File: src/rtl/thresh_event_fifo.sv
// Timestamps rising threshold crossings on two DAC channels and queues them for host readout.
// Words are {6'b0, hit_mask[1:0], timestamp[23:0]}; overflow is sticky and drops are counted.
module thresh_event_fifo #(
  parameter int          DEPTH   = 64,
  parameter int          AW      = 6,
  parameter logic [23:0] TS_INIT = 24'h0  // timestamp value after reset/clear
) (
  input  logic          dataclk,
  input  logic          reset,
  input  logic          sample_CLK,
  input  logic [1:0]    thresh_in,
  input  logic          enable,
  input  logic          clear,
  input  logic [15:0]   refractory,
  input  logic          rd_en,
  output logic [31:0]   rd_data,
  output logic          rd_valid,
  output logic          empty,
  output logic          full,
  output logic [AW:0]   count,
  output logic          overflow,
  output logic [15:0]   drop_count
);

  logic          r_sclk, r_sclk_prev;
  logic [1:0]    r_thresh, r_thresh_prev;
  logic [15:0]   r_refr [2];
  logic [23:0]   r_ts;
  logic [AW-1:0] r_wr_ptr, r_rd_ptr;
  logic [25:0]   r_mem [DEPTH];

  logic          w_tick;
  logic [1:0]    w_hit;
  logic          w_event, w_do_wr, w_do_rd, w_drop;
  logic [AW:0]   w_count_nxt;

  assign w_tick = r_sclk & ~r_sclk_prev;

  // NOTE: every always_comb output gets a default first so no latch is inferred.
  always_comb begin
    w_hit = 2'b00;
    for (int k = 0; k < 2; k++)
      w_hit[k] = w_tick & enable & r_thresh[k] & ~r_thresh_prev[k] & (r_refr[k] == 16'd0);
  end

  assign w_event = |w_hit;
  assign w_do_rd = rd_en & ~empty;
  // When full, a concurrent pop frees the slot the write needs.
  assign w_do_wr = w_event & (~full | rd_en);
  assign w_drop  = w_event & ~w_do_wr;

  always_comb begin
    w_count_nxt = count;
    case ({w_do_wr, w_do_rd})
      2'b10:   w_count_nxt = count + (AW+1)'(1);
      2'b01:   w_count_nxt = count - (AW+1)'(1);
      default: w_count_nxt = count;
    endcase
  end

  // NOTE: sequential state uses non-blocking assignments so every register sees pre-edge values.
  always_ff @(posedge dataclk or negedge reset) begin
    if (!reset) begin
      r_sclk        <= 1'b0;
      r_sclk_prev   <= 1'b0;
      r_thresh      <= 2'b00;
      r_thresh_prev <= 2'b00;
      r_refr[0]     <= 16'd0;
      r_refr[1]     <= 16'd0;
      r_ts          <= TS_INIT;
      r_wr_ptr      <= '0;
      r_rd_ptr      <= '0;
      rd_data       <= 32'd0;
      rd_valid      <= 1'b0;
      empty         <= 1'b1;
      full          <= 1'b0;
      count         <= '0;
      overflow      <= 1'b0;
      drop_count    <= 16'd0;
    end else if (clear) begin
      r_sclk        <= 1'b0;
      r_sclk_prev   <= 1'b0;
      r_thresh      <= 2'b00;
      r_thresh_prev <= 2'b00;
      r_refr[0]     <= 16'd0;
      r_refr[1]     <= 16'd0;
      r_ts          <= TS_INIT;
      r_wr_ptr      <= '0;
      r_rd_ptr      <= '0;
      rd_valid      <= 1'b0;
      empty         <= 1'b1;
      full          <= 1'b0;
      count         <= '0;
      overflow      <= 1'b0;
      drop_count    <= 16'd0;
    end else begin
      r_sclk      <= sample_CLK;
      r_sclk_prev <= r_sclk;
      r_thresh    <= thresh_in;
      if (w_tick) begin
        r_ts          <= r_ts + 24'd1;
        r_thresh_prev <= r_thresh;
        for (int k = 0; k < 2; k++) begin
          if (w_hit[k])                r_refr[k] <= refractory;
          else if (r_refr[k] != 16'd0) r_refr[k] <= r_refr[k] - 16'd1;
        end
      end
      if (w_do_wr) r_wr_ptr <= r_wr_ptr + AW'(1);
      if (w_do_rd) begin
        rd_data  <= {6'b0, r_mem[r_rd_ptr]};
        r_rd_ptr <= r_rd_ptr + AW'(1);
      end
      rd_valid <= w_do_rd;
      count    <= w_count_nxt;
      empty    <= (w_count_nxt == '0);
      full     <= (w_count_nxt == (AW+1)'(DEPTH));
      if (w_drop) begin
        overflow <= 1'b1;
        if (drop_count != 16'hFFFF) drop_count <= drop_count + 16'd1;
      end
    end
  end

  // NOTE: storage has no reset; pointers and count define which entries are meaningful.
  always_ff @(posedge dataclk) begin
    if (w_do_wr && !clear) r_mem[r_wr_ptr] <= {w_hit, r_ts};
  end

endmodule

File: config.mk
export PLATFORM = sky130hd
export DESIGN_NAME = thresh_event_fifo
export DESIGN_NICKNAME = d
export VERILOG_FILES = /design/src/rtl/thresh_event_fifo.sv
export SDC_FILE = /design/constraint.sdc
export NUM_CORES = 2
export LEC_CHECK = 0
export CAP_MARGIN = 20
export CORE_ASPECT_RATIO = 1.25
export CORE_MARGIN = 4
export CORE_UTILIZATION = 65
export CTS_BUF_LIST = sky130_fd_sc_hd__clkbuf_4 sky130_fd_sc_hd__clkbuf_8
export CTS_CLUSTER_DIAMETER = 150
export DETAILED_ROUTE_END_ITERATION = 8
export HOLD_SLACK_MARGIN = 0.1
export PLACE_DENSITY = 0.82
export SYNTH_ARGS = -nofsm -noshare
export SYNTH_HDL_FRONTEND = slang
export SYNTH_SLANG_ARGS = --single-unit
File: constraint.sdc
create_clock -name dataclk -period 6.6 [get_ports dataclk]
set_input_delay 1.32 -clock dataclk [delete_from_list [all_inputs] [get_ports dataclk]]
set_output_delay 1.32 -clock dataclk [all_outputs]
set_load 0.05 [all_outputs]
==> out/metrics.cfg <==
[routing]
wl_per_cell_um=31.4
drtPass1Iterations=6
routed_via_density=6.82
final_antenna_net_count=0
initialDrtViolationCount=5822
totalWireLength_um=176000
vias=38300
drc=0

[critical_path]
worstSetupStartpointType=register
worstPathArrival_ps=5510
cp_max_fo=15
required_ps=7430
path_buf_inv=2
slowest_stage=nor4b_1
critPathTopFamily=simple AND/OR/NAND/NOR gates
end_kind=register
crit_cells=15
slowest_delay_ps=870
path_class=reg2reg
reg2reg_depth=15
cp_cell_sequence=inv_1 -> ha_1 -> nor4b_1 -> nand3b_1 -> inv_2 -> o21ai_1 -> ha_1 -> xor2_1 -> ha_1 -> a21o_1 -> a21oi_1 -> a2111oi_0 -> xnor2_1 -> nand4_1 -> o31ai_1
timing.critical_path.mode_cell=ha_1

[yosys]
netlist_area_um2=70500
synthTopCellsByArea=edfxtp_1 71%, mux4_2 8.3%, mux2i_1 4.9%, dfrtp_1 4.5%, a22oi_1 1.8%
synthArstFlopShare=0.0709
synth_top_cell_by_area=edfxtp_1
synth_cells=3755
yosysTopAreaCellShare=0.709
ys_ff_latch=1791
yosysSeqAreaShare=0.754
synth_edf_count=1664
synthFlopType=edfxtp_1
yosys_warnings=0
synth_cell_type_count=67
avgSynthCellArea_um2=18.8

[power_and_ir_drop]
clkPwrFrac=0.364
vdd.ir_drop.worst_v=0.000326
netSwitchingFraction=0.247
p_leak_nw=24.5
internal_power_mw=17.9
p_sw_mw=5.88
combPwrFrac=0.101
seqPwrFrac=0.535
power_density_nw_per_um2=304

[clocking]
cts_buffers=238
clk_pin_slew_ps=60
cts_resized=0
cts_tree=yes
numClockSinks=1791
post-cts-setup-buffers=0
root_buffer=clkbuf_8
h-tree-depth=4
clock_path_buffers=3
ctsHoldBuffers=0
clk_latency_ps=950

[sta]
setup_viol=0
maxSlewViolCount=0
period_needed_ps=4680
period_share=0.709
slew_headroom=0.190
finalSetupTns_ps=0
hold_viol=0
fmax_mhz=214
rsz0062_at_grt=no
tightestPinTransition_ps=1210
finClkSkew_ps=38.4

[global_route]
grtUsageMet3=0.0670
antenna_found_initial=4
grt_util_all_layers=0.313
overflow=0
grt_max_degree=157
grt_busiest_layer=met2
grt_pass1_wl_um=255000
grt_use_met1=0.415
grt_pass1_vias=37800
use_met2=0.488

[placement]
dp_cells=5151
hpwl_um=101000
gpl.final_weighted_congestion=0.900
numPortBuffers=76

[finish]
nets=4000
syn2layout_area_growth_pct=11.2
layout.cells.non_filler=5610
fill_cells=5937
layout_commonest_cell=edfxtp_1
drive_above_1_share=0.225
postLayoutCoreUtil=0.731
final_cell_mix=1664 x edfxtp_1, 344 x mux2i_1, 260 x mux4_2, 258 x clkbuf_8, 167 x a22oi_1

[floorplanning]
dieArea_um2=114000
initial_core_util=0.657
die_x_um=303
die_h_um=376
rows=134
pin_count=83
coreArea_um2=107000

[worst_hold_path]
hp-class=in2async

[job]
drv_cap=0

[outcome]
status=completed

-- flip-flops by register name (all words and copies together) (netlist names) --
| name | cells |
|---|---|
| empty | 1 |
| overflow | 1 |
| r_rd_ptr | 6 |
| r_ts | 24 |
| r_sclk_prev | 1 |
| rd_valid | 1 |
| count | 7 |
| r_thresh | 2 |
| r_wr_ptr | 6 |
| drop_count | 16 |
| r_thresh_prev | 2 |
| rd_data | 26 |
| r_mem | 1664 |
| r_sclk | 1 |
| r_refr | 32 |
| full | 1 |
-- worst paths after layout --
check,slack [ps],start,to
setup / recovery,1920,r_refr[16],empty
hold / removal,430,reset,count[1]
setup reg to reg,1920,r_refr[16],empty
hold reg to reg,530,r_thresh[1],r_thresh_prev[1]
max in group asynchronous,4900,reset,r_rd_ptr[2]
min in group dataclk,530,r_thresh[1],r_thresh_prev[1]
-- logic make-up (layout without fill, tap and decap cells) --
family / Yosys count / after routing / synth area share
AOI/OAI and AO/OA: 461 / 461 / 0.0465
xor gates and xnor gates: 47 / 47 / 0.00584
adders and majority gates: 11 / 11 / 0.00195
buffers and inverters: 252 / 671 / 0.0155
DFF: 1791 / 1791 / 0.754
muxes: 638 / 638 / 0.137
other: 1 / 9 / 0.0000532
and+or+nand+nor: 554 / 554 / 0.0389
-- metrics by stage --
stage / setup WS (ps) / total power [mW] / hold WS, ps / instance area, um2
after floorplan: 1060 / 14.5 / 492 / 70500
final: 1920 / 23.8 / 435 / 78400
after global placement: 1390 / 15.3 / 500 / 73300
after detailed placement: 1150 / 15.3 / 515 / 73300
after CTS: 2090 / 23.9 / 419 / 78300
after global routing: 1650 / 24.6 / 465 / 78400
-- synth_stat cells (41+ instances only) --
library cell	count
a21oi_1	83
clkbuf_1	123
mux4_2	260
mux2i_1	344
nand4_1	44
dfrtp_1	126
edfxtp_1	1664
a211oi_1	49
buf_2	71
nand2_1	107
nand3_1	107
a22oi_1	167
nor2_1	150
o21ai_0	41
-- power groups by stage --
stage               Sequential [mW]  Combinational [mW]  Clock [mW]
floorplan                      13.1                1.42           0
global placement               13.0                2.30           0
detailed placement             13.0                2.36           0
CTS                            12.7                2.38        8.75
global route                   12.7                2.58        9.29
finish                         12.7                2.40        8.68
-- worst register-to-register path, stage by stage, from the launching register on --
cell	delay, ps
dfrtp_1	420
inv_1	100
ha_1	140
nor4b_1	870
nand3b_1	420
inv_2	140
o21ai_1	180
ha_1	450
xor2_1	230
ha_1	240
a21o_1	130
a21oi_1	50
a2111oi_0	590
xnor2_1	220
nand4_1	150
o31ai_1	240
-- final cells by class --
cell class	count	area, um2	area share
clock buffer	332	4110	0.0524
sequential	1791	53200	0.679
timing repair buffer	195	1740	0.0222
antenna	3	7.51	0.0000958
tap	1428	1790	0.0228
clock inverter	122	976	0.0124
inverter	22	82.6	0.00105
multi-input combinational	1717	16500	0.210
-- metal layers --
metal / vias to the layer above / wire [um]
li1: 15700 / -
met1: 19400 / 60300
met2: 2721 / 84900
met3: 463 / 18800
met4: 2 / 12300
met5: - / 11
(Power assumes the default switching activity.)
